==> config.mk <==
export PLATFORM = sky130hd
export DESIGN_NAME = bus_receiver
export DESIGN_NICKNAME = d
export VERILOG_FILES = /design/src/rtl/bus_pkg.sv /design/src/rtl/bus_bit_timer.sv /design/src/rtl/bus_receiver.sv
export SDC_FILE = /design/constraint.sdc
export NUM_CORES = 1
export LEC_CHECK = 0
export ABC_CLOCK_PERIOD_IN_PS = 5800
export BUFFER_PORTS_ARGS = -buffer_cell sky130_fd_sc_hd__buf_4
export CAP_MARGIN = 15
export CORE_MARGIN = 2
export CORE_UTILIZATION = 40
export DETAILED_ROUTE_END_ITERATION = 10
export PLACE_DENSITY = 0.58
export SYNTH_ARGS = -nofsm -noshare
export SYNTH_HDL_FRONTEND = slang
export SYNTH_SLANG_ARGS = --single-unit
==> constraint.sdc <==
create_clock -name clock -period 5.8 [get_ports clock]
set_input_delay 0 -clock clock [delete_from_list [all_inputs] [get_ports clock]]
set_output_delay 0 -clock clock [all_outputs]
set_load 0.005 [all_outputs]
==> src/rtl/bus_pkg.sv <==
// Shared definitions for the single-wire node bus: FSM states, frame field widths
// and the serial CRC-4 (x^4+x+1) update used by both the transmitter and the receiver.
package bus_pkg;

   typedef enum logic [2:0] {
      ST_IDLE,
      ST_SOF,
      ST_ADDR,
      ST_DATA,
      ST_CRC,
      ST_ACK,
      ST_EOF
   } state_t;

   localparam int ADDR_W = 4;
   localparam int DATA_W = 64;
   localparam int CRC_W  = 4;

   localparam logic [CRC_W-1:0] CRC_POLY = 4'b0011;

   function automatic logic [CRC_W-1:0] crc4_update(input logic [CRC_W-1:0] crc,
                                                    input logic             din);
      logic fb;
      fb = crc[CRC_W-1] ^ din;
      return {crc[CRC_W-2:0], 1'b0} ^ (fb ? CRC_POLY : '0);
   endfunction

endpackage

==> src/rtl/bus_bit_timer.sv <==
// Bus line synchroniser, falling-edge detector and per-bit cycle counter.
// o_sample strobes at cycle BIT_CYCLES/2 of every bit, counted from the SOF edge.
module bus_bit_timer #(
   parameter int BIT_CYCLES = 4
) (
   input  logic i_clock,
   input  logic i_reset_n,
   input  logic i_bus,
   input  logic i_run,
   output logic o_line,
   output logic o_fall,
   output logic o_sample
);

   localparam logic [7:0] CNT_LAST = 8'(BIT_CYCLES - 1);
   localparam logic [7:0] CNT_SMP  = 8'(BIT_CYCLES / 2);

   logic       r_sync1;
   logic       r_sync2;
   logic       r_prev;
   logic [7:0] r_cnt;
   logic       w_fall;

   assign w_fall   = r_prev & ~r_sync2;
   assign o_line   = r_sync2;
   assign o_fall   = w_fall;
   assign o_sample = i_run && (r_cnt == CNT_SMP);

   always_ff @(posedge i_clock or negedge i_reset_n) begin
      if (!i_reset_n) begin
         r_sync1 <= 1'b1;
         r_sync2 <= 1'b1;
         r_prev  <= 1'b1;
         r_cnt   <= '0;
      end else begin
         r_sync1 <= i_bus;
         r_sync2 <= r_sync1;
         r_prev  <= r_sync2;
         // The edge cycle itself is cycle 0 of the SOF bit, so the next cycle is 1.
         if (!i_run)
            r_cnt <= w_fall ? 8'd1 : 8'd0;
         else if (r_cnt == CNT_LAST)
            r_cnt <= '0;
         else
            r_cnt <= r_cnt + 8'd1;
      end
   end

endmodule

==> src/rtl/bus_receiver.sv <==
// Single-wire bus frame receiver: SOF, ADDR, DATA, CRC-4, [ACK], EOF.
// Define BUS_RX_ACK_EN to add the ACK slot, driven low for good addressed frames.
module bus_receiver
   import bus_pkg::*;
#(
   parameter int         BIT_CYCLES = 4,
   parameter logic [3:0] BCAST_ADDR = 4'hF
) (
   input  logic                clock,
   input  logic                reset_n,
   input  logic [ADDR_W-1:0]   my_addr,
   inout  wire                 bus,
   output logic [ADDR_W-1:0]   rx_addr,
   output logic [DATA_W-1:0]   rx_data,
   output logic                rx_valid,
   output logic                crc_err,
   output logic                frm_err,
   output logic                busy
);

   localparam logic [6:0] ADDR_LAST = 7'(ADDR_W - 1);
   localparam logic [6:0] DATA_LAST = 7'(DATA_W - 1);
   localparam logic [6:0] CRC_LAST  = 7'(CRC_W - 1);

   state_t              r_state;
   state_t              w_next;
   logic [6:0]          r_bitcnt;
   logic [ADDR_W-1:0]   r_addr;
   logic [DATA_W-1:0]   r_data;
   logic [CRC_W-1:0]    r_crc_rx;
   logic [CRC_W-1:0]    r_crc_calc;
   logic                r_match;
   logic                r_rx_valid;
   logic                r_crc_err;
   logic                r_frm_err;
   logic                w_line;
   logic                w_fall;
   logic                w_sample;
   logic                w_busy;
   logic [ADDR_W-1:0]   w_addr_nx;

   assign w_busy    = (r_state != ST_IDLE);
   assign w_addr_nx = {r_addr[ADDR_W-2:0], w_line};

   bus_bit_timer #(
      .BIT_CYCLES (BIT_CYCLES)
   ) u_timer (
      .i_clock   (clock),
      .i_reset_n (reset_n),
      .i_bus     (bus),
      .i_run     (w_busy),
      .o_line    (w_line),
      .o_fall    (w_fall),
      .o_sample  (w_sample)
   );

   always_comb begin
      w_next = r_state;
      case (r_state)
         ST_IDLE: if (w_fall) w_next = ST_SOF;
         ST_SOF:  if (w_sample) w_next = w_line ? ST_IDLE : ST_ADDR;
         ST_ADDR: if (w_sample && r_bitcnt == ADDR_LAST) w_next = ST_DATA;
         ST_DATA: if (w_sample && r_bitcnt == DATA_LAST) w_next = ST_CRC;
`ifdef BUS_RX_ACK_EN
         ST_CRC:  if (w_sample && r_bitcnt == CRC_LAST) w_next = ST_ACK;
         ST_ACK:  if (w_sample) w_next = ST_EOF;
`else
         ST_CRC:  if (w_sample && r_bitcnt == CRC_LAST) w_next = ST_EOF;
`endif
         ST_EOF:  if (w_sample) w_next = ST_IDLE;
         default: w_next = ST_IDLE;
      endcase
   end

   always_ff @(posedge clock or negedge reset_n) begin
      if (!reset_n) begin
         r_state    <= ST_IDLE;
         r_bitcnt   <= '0;
         r_rx_valid <= 1'b0;
         r_crc_err  <= 1'b0;
         r_frm_err  <= 1'b0;
         rx_addr    <= '0;
         rx_data    <= '0;
      end else begin
         r_state    <= w_next;
         r_rx_valid <= 1'b0;
         r_crc_err  <= 1'b0;
         r_frm_err  <= 1'b0;
         if (r_state == ST_IDLE)
            r_bitcnt <= '0;
         else if (w_sample)
            r_bitcnt <= (w_next != r_state) ? 7'd0 : r_bitcnt + 7'd1;
         // Unaddressed frames run to EOF silently so busy stays meaningful.
         if (r_state == ST_EOF && w_sample) begin
            if (!w_line) begin
               r_frm_err <= r_match;
            end else if (r_match) begin
               if (r_crc_rx == r_crc_calc) begin
                  r_rx_valid <= 1'b1;
                  rx_addr    <= r_addr;
                  rx_data    <= r_data;
               end else begin
                  r_crc_err  <= 1'b1;
               end
            end
         end
      end
   end

   always_ff @(posedge clock) begin
      if (r_state == ST_IDLE) begin
         r_crc_calc <= '0;
      end else if (w_sample) begin
         case (r_state)
            ST_ADDR: begin
               r_addr     <= w_addr_nx;
               r_crc_calc <= crc4_update(r_crc_calc, w_line);
               if (r_bitcnt == ADDR_LAST)
                  r_match <= (w_addr_nx == my_addr) || (w_addr_nx == BCAST_ADDR);
            end
            ST_DATA: begin
               r_data     <= {r_data[DATA_W-2:0], w_line};
               r_crc_calc <= crc4_update(r_crc_calc, w_line);
            end
            ST_CRC:  r_crc_rx <= {r_crc_rx[CRC_W-2:0], w_line};
            default: ;
         endcase
      end
   end

`ifdef BUS_RX_ACK_EN
   logic [CRC_W-1:0] w_crc_nx;
   logic             w_ack_start;
   logic [7:0]       r_ack_cnt;

   assign w_crc_nx    = {r_crc_rx[CRC_W-2:0], w_line};
   // Drive starts at the last CRC sample, which lines up with the raw ACK bit
   // boundary once the two-flop synchroniser delay is accounted for.
   assign w_ack_start = (r_state == ST_CRC) && w_sample && (r_bitcnt == CRC_LAST) &&
                        r_match && (w_crc_nx == r_crc_calc);

   always_ff @(posedge clock or negedge reset_n) begin
      if (!reset_n)
         r_ack_cnt <= '0;
      else if (w_ack_start)
         r_ack_cnt <= 8'(BIT_CYCLES - 1);
      else if (r_ack_cnt != 8'd0)
         r_ack_cnt <= r_ack_cnt - 8'd1;
   end

   assign bus = (w_ack_start || r_ack_cnt != 8'd0) ? 1'b0 : 1'bz;
`else
   assign bus = 1'bz;
`endif

   assign rx_valid = r_rx_valid;
   assign crc_err  = r_crc_err;
   assign frm_err  = r_frm_err;
   assign busy     = w_busy;

endmodule
Word-level counts from Yosys, hierarchy flattened

Index checks and enable logic that the tools add are counted.

Bits in registers: 169
Output and inout bits: 73
Logic and storage cells: 76
Input bits: 6

$add $sub $neg: 2
Reduce and logical (&&, ||, !) cells: 15
Equal/unequal tests: 13
Bitwise gates (word level): 5
Muxes and demuxes: 25

Operators with widths:

| kind                                                                  | count |
|---|---|
| 7-bit 2-to-1 mux                                                      | 3 |
| 3-bit 2-to-1 mux                                                      | 6 |
| 3-bit case mux with 6 select lines                                    | 1 |
| 8-bit by 2-bit equality test with 1-bit output, second input constant | 2 |
| 8-bit 2-to-1 mux                                                      | 2 |
| 1-bit 2-to-1 mux                                                      | 11 |
| 3-bit AND reduction                                                   | 3 |
| 8-bit by 1-bit adder with 8-bit output, second input constant         | 1 |
| 4-bit equality test                                                   | 2 |
| 4-bit AND reduction                                                   | 2 |
| 7-bit by 1-bit adder with 7-bit output, second input constant         | 1 |
| 7-bit by 2-bit equality test with 1-bit output, second input constant | 1 |
| 7-bit by 6-bit equality test with 1-bit output, second input constant | 1 |
| 3-bit by 2-bit equality test with 1-bit output, second input constant | 2 |
| 3-bit equality test, second input constant                            | 2 |
| 4-bit equality test, second input constant                            | 1 |
| 1-bit logical AND                                                     | 4 |
| 2-bit 2-to-1 mux                                                      | 2 |
| 4-bit by 2-bit bitwise XOR with 4-bit output                          | 1 |
| 3-bit by 1-bit equality test with 1-bit output, second input constant | 1 |
| 3-bit zero test                                                       | 1 |
| 3-bit != test                                                         | 1 |
| 3-bit nonzero test                                                    | 1 |
| 1-bit NOT                                                             | 2 |
| other kinds (6)                                                       | 6 |

Depth between registers and ports, before layout

Depth after elaboration: 9
Mapped depth: 8
Mapped depth without buffers: 6

By module

Synthesis repeated with hierarchy kept, for this count alone.

Cells, all modules: 387
Area total of the unflattened synthesis: 6319.8 um2

Modules (own cells, without submodules):

| module        | cells an instance | instances | sequential area each (um2) | area each (um2) |
|---|---|---|---|---|
| bus_receiver  | 338               | 1         | 4299.1                     | 5798.1 |
| bus_bit_timer | 49                | 1         | 279.0                      | 521.8 |

Least setup slack after synthesis

OpenSTA, ideal clock, no wires.

Path type: register to register
Start: reg u_timer.r_cnt[3]
End: reg r_data[0], enable pin
Required time: 5313 ps
Setup time: 487 ps
Data arrival time: 4016 ps
Path slack: 1298 ps
Buffers on the path: 0
Period minus slack after synthesis: 4502 ps
Cell stages (with the launch flop): 5
Cells stage by stage: dfrtp_1 -> nor4_4 -> and3_1 -> nand3_1 -> nor2_1

Longest elaborated chain between the ends: 3

Ends and longest elaborated chain:

| what                                           | line                | RTL |
|---|---|---|
| from (decl)                                    | bus_bit_timer.sv:21 | `logic [7:0] r_cnt;` |
| from (signal assigned)                         | bus_bit_timer.sv:41 | `r_cnt <= w_fall ? 8'd1 : 8'd0;` |
| from (signal assigned)                         | bus_bit_timer.sv:45 | `r_cnt <= r_cnt + 8'd1;` |
| 8-bit by 2-bit equality test with 1-bit output | bus_bit_timer.sv:27 | `assign o_sample = i_run && (r_cnt == CNT_SMP);` |
| 1-bit logical AND                              | bus_bit_timer.sv:27 |  |
| 3-bit AND reduction (no line)                  | --                  |  |
| to (signal assigned)                           | bus_receiver.sv:122 | `r_data <= {r_data[DATA_W-2:0], w_line};` |
| to (decl)                                      | bus_receiver.sv:29  | `logic [DATA_W-1:0] r_data;` |

Every way passes these cells.
A chain may end at the register's enable or synchronous reset.

Worst setup path in the final report

Start: reg u_timer.r_cnt[2]
End: reg r_data[44], enable pin

The elaborated chain is that of the path after synthesis.

==> insert_results.sql <==
INSERT INTO impl_metrics (metric_group, metric, value, unit) VALUES
('run_status', 'status', 'finished clean', ''),
('synthesis', 'mappedNetlistArea', '0.00629', 'mm2'),
('critical_path', 'timing.critical_path.slowest_stage_cell', 'sky130_fd_sc_hd__buf_4', ''),
('placed_design', 'gp_routability_congestion', '0.797', ''),
('synthesis', 'synth_sequential_area_ratio', '0.728', ''),
('detailed_routing', 'post-route-drc-count', '0', ''),
('critical_path', 'path_cells', 'nor4_4 -> and3_1 -> nand3_1 -> nor2_4 -> buf_4', ''),
('placed_design', 'detailed_place_hpwl', '6580', 'um'),
('synthesis', 'ys_ff_latch', '169', ''),
('critical_path', 'crit_buf_inv', '1', ''),
('timing', 'finalSetupViolCount', '0', ''),
('timing', 'worst_pin_slew', '0.983', 'ns'),
('die', 'design.die.area', '0.0167', 'mm2'),
('clock_tree', 'clock_tree.buffer_depth', '2', ''),
('critical_path', 'ff2ff_setup_slack', '3.16', 'ns'),
('timing', 'timing.clock.skew', '0.00861', 'ns'),
('clock_tree', 'clock_sinks', '169', ''),
('critical_path', 'worst-setup-path-type', 'reg2reg', ''),
('global_route', 'grt_overflow', '0', ''),
('synthesis', 'synthCells', '381', ''),
('worst_hold_path', 'hold_path_class', 'in2async', ''),
('global_route', 'grt_usage', '0.139', ''),
('cells_and_area', 'fillerInstances', '1324', ''),
('power_and_ir_drop', 'power-per-cell-area', '387', 'mW/mm2'),
('timing', 'fin_tns_setup', '0', 'ns'),
('power_and_ir_drop', 'p_int', '2.19', 'mW'),
('synthesis', 'yosys_warnings', '0', ''),
('power_and_ir_drop', 'power.switching_fraction', '0.265', ''),
('clock_tree', 'cts-resized-gates', '0', ''),
('clock_tree', 'cts.reportedPaths.clkPinSlew', '0.06', 'ns'),
('clock_tree', 'numCtsBuffers', '17', ''),
('critical_path', 'critPathArrivalTime', '2.68', 'ns'),
('power_and_ir_drop', 'comb_power_share', '0.113', ''),
('die', 'floorplan.core_area', '0.0153', 'mm2'),
('timing', 'setup_repair_after_global_routing_missed_its_margin', 'false', ''),
('die', 'std_cell_rows', '45', ''),
('global_route', 'vias_in_the_first_global_route', '3490', ''),
('global_route', 'grt_antenna_before_repair', '0', ''),
('cells_and_area', 'layout_net_count', '479', ''),
('global_route', 'grt_start_max_net_pins', '70', ''),
('power_and_ir_drop', 'finalPower', '2.98', 'mW'),
('timing', 'min_period_over_period', '0.455', ''),
('power_and_ir_drop', 'leak', '3.43', 'nW'),
('cells_and_area', 'fin_util', '0.504', ''),
('timing', 'final_hold_vio_count', '0', ''),
('detailed_routing', 'detail_route.wl_per_cell', '15.5', 'um'),
('timing', 'final_critical_path_setup_slack', '3.16', 'ns'),
('power_and_ir_drop', 'seq_power_share', '0.507', ''),
('synthesis', 'yosysUniqueCellTypes', '50', ''),
('timing', 'final-max-slew-violation-count', '0', ''),
('cells_and_area', 'final-instance-count-excl-fill', '694', ''),
('die', 'die_width', '129', 'um'),
('placed_design', 'dp_worst_setup_slack', '3.13', 'ns'),
('critical_path', 'endpoint_kind', 'register', ''),
('power_and_ir_drop', 'share_clk_of_total_power', '0.380', ''),
('clock_tree', 'clk_tree_root_cell', 'sky130_fd_sc_hd__clkbuf_16', ''),
('die', 'ios', '79', ''),
('clock_tree', 'cts_hold_buf', '1', ''),
('cells_and_area', 'final_cell_area', '0.00769', 'mm2'),
('placed_design', 'place_inst', '661', ''),
('synthesis', 'postSynthAreaPerCell', '16.5', 'um2'),
('critical_path', 'crit_family', 'simple AND/OR/NAND/NOR gates', ''),
('placed_design', 'postPlaceCellArea', '0.00709', 'mm2'),
('detailed_routing', 'detailedRoute.firstIterationViolations', '297', ''),
('timing', 'max_clock_freq', '379', 'MHz'),
('clock_tree', 'cts_htree_levels', '4', ''),
('cells_and_area', 'fraction_of_final_layout_cells_sized_beyond_drive_strength_1', '0.391', ''),
('die', 'starting_utilization_of_the_core_area', '0.412', ''),
('timing', 'max-slew-margin-rel', '0.345', ''),
('cells_and_area', 'diodes', '0', ''),
('timing', 'hold-worst-slack', '0.0377', 'ns');
-- state kept, by name, summed over array words and instances, names as in the netlist --
name	flops
crc_err	1
u_timer.r_sync1	1
u_timer.r_prev	1
u_timer.r_cnt	8
frm_err	1
u_timer.o_line	1
r_data	64
rx_data	64
r_state	3
r_addr	4
r_crc_rx	4
r_bitcnt	7
r_crc_calc	4
rx_valid	1
rx_addr	4
r_match	1
-- layout by cell type, fill, tap and decap left out, drive strengths merged, types with 2 or more instances in the layout --
cell    count
o21ai       5
conb        2
o211ai      2
nor2b       4
nor2       23
and2        2
bufinv      2
nor4        3
xnor2       6
edfxtp     73
and3        3
nand4       3
buf        80
o221ai      2
a21oi       4
nor3b       2
ha          3
mux2       68
dfstp       3
xor2       11
a221oi      2
dfxtp       4
clkinv      5
nor3        4
inv        13
nand3      10
clkbuf     19
nand2      18
dfrtp      89
a31oi       2
mux2i       3
-- path summary, 6_finish.rpt --
| path | from | cells after the start | end |
|---|---|---|---|
| setup / recovery | u_timer.r_cnt[2] | 5 | r_data[44] |
| hold / removal | reset_n | 2 | rx_data[56] |
| setup reg to reg | u_timer.r_cnt[2] | 5 | r_data[44] |
| hold reg to reg | u_timer.r_sync1 | 0 | u_timer.o_line |
| max in group asynchronous | reset_n | 3 | rx_data[25] |
| min in group clock | my_addr[1] | 3 | r_match |
-- per-layer routing --
metal	wire [um]	global-route usage	part of all wire
met1	5150	0.189	0.48
met2	4890	0.206	0.46
met5	0	0	0
met4	100	0.0556	0.0093
met3	591	0.0491	0.055
-- layout make-up --
class,instances,area (um2),share of cell area
tap,211,264,0.0343
multi-input combinational,194,1620,0.211
inverter,7,26.3,0.00341
timing repair buffer,81,611,0.0793
clock buffer,19,453,0.0589
sequential,169,4580,0.595
clock inverter,13,139,0.0180
-- synth_stat cells, types with 2 or more instances --
cell | instances | area, um2
sky130_fd_sc_hd__clkbuf_1 | 2 | 7.51
sky130_fd_sc_hd__a21oi_1 | 4 | 20.0
sky130_fd_sc_hd__mux2_4 | 9 | 135
sky130_fd_sc_hd__and2_1 | 2 | 12.5
sky130_fd_sc_hd__edfxtp_1 | 73 | 2190
sky130_fd_sc_hd__o21ai_1 | 2 | 10.0
sky130_fd_sc_hd__and3_1 | 3 | 18.8
sky130_fd_sc_hd__nand3_1 | 9 | 45.0
sky130_fd_sc_hd__dfstp_2 | 3 | 78.8
sky130_fd_sc_hd__xor2_1 | 11 | 96.3
sky130_fd_sc_hd__o211ai_1 | 2 | 15.0
sky130_fd_sc_hd__nand2_1 | 18 | 67.6
sky130_fd_sc_hd__xnor2_1 | 6 | 52.6
sky130_fd_sc_hd__nor4_1 | 2 | 12.5
sky130_fd_sc_hd__o21ai_0 | 3 | 15.0
sky130_fd_sc_hd__nor2b_1 | 4 | 25.0
sky130_fd_sc_hd__o221ai_1 | 2 | 17.5
sky130_fd_sc_hd__nor2_1 | 22 | 82.6
sky130_fd_sc_hd__dfrtp_1 | 89 | 2230
sky130_fd_sc_hd__nor3_1 | 4 | 20.0
sky130_fd_sc_hd__nand4_1 | 2 | 12.5
sky130_fd_sc_hd__mux2_2 | 59 | 664
sky130_fd_sc_hd__nor3b_1 | 2 | 15.0
sky130_fd_sc_hd__buf_6 | 2 | 22.5
sky130_fd_sc_hd__dfxtp_1 | 4 | 80.1
sky130_fd_sc_hd__mux2i_1 | 3 | 30.0
sky130_fd_sc_hd__buf_2 | 7 | 35.0
sky130_fd_sc_hd__ha_1 | 3 | 37.5
sky130_fd_sc_hd__a31oi_1 | 2 | 12.5
sky130_fd_sc_hd__inv_1 | 7 | 26.3
-- power by group through the flow --
stage                     sequential [mW]  combinational, mW  clock, mW
after detailed placement             1.53              0.340          0
after CTS                            1.51              0.343       1.16
final                                1.51              0.337       1.13
after floorplan                      1.50              0.271          0
after global placement               1.53              0.333          0
after global routing                 1.52              0.384       1.22
-- logic make-up (layout without fill, tap and decap cells) --
kind of cell               count (synthesis)  in the layout  share of synthesized area
DFF                                      169            169                      0.728
and+or+nand+nor                           76             76                     0.0652
muxes                                     71             71                      0.132
AOI/OAI and AO/OA                         25             25                     0.0290
buffers and inverters                     19            120                     0.0157
xor gates and xnor gates                  17             17                     0.0237
adders and majority gates                  3              3                    0.00597
other                                      1              2                   0.000596
Note: power is estimated with default switching activity, not from simulation.
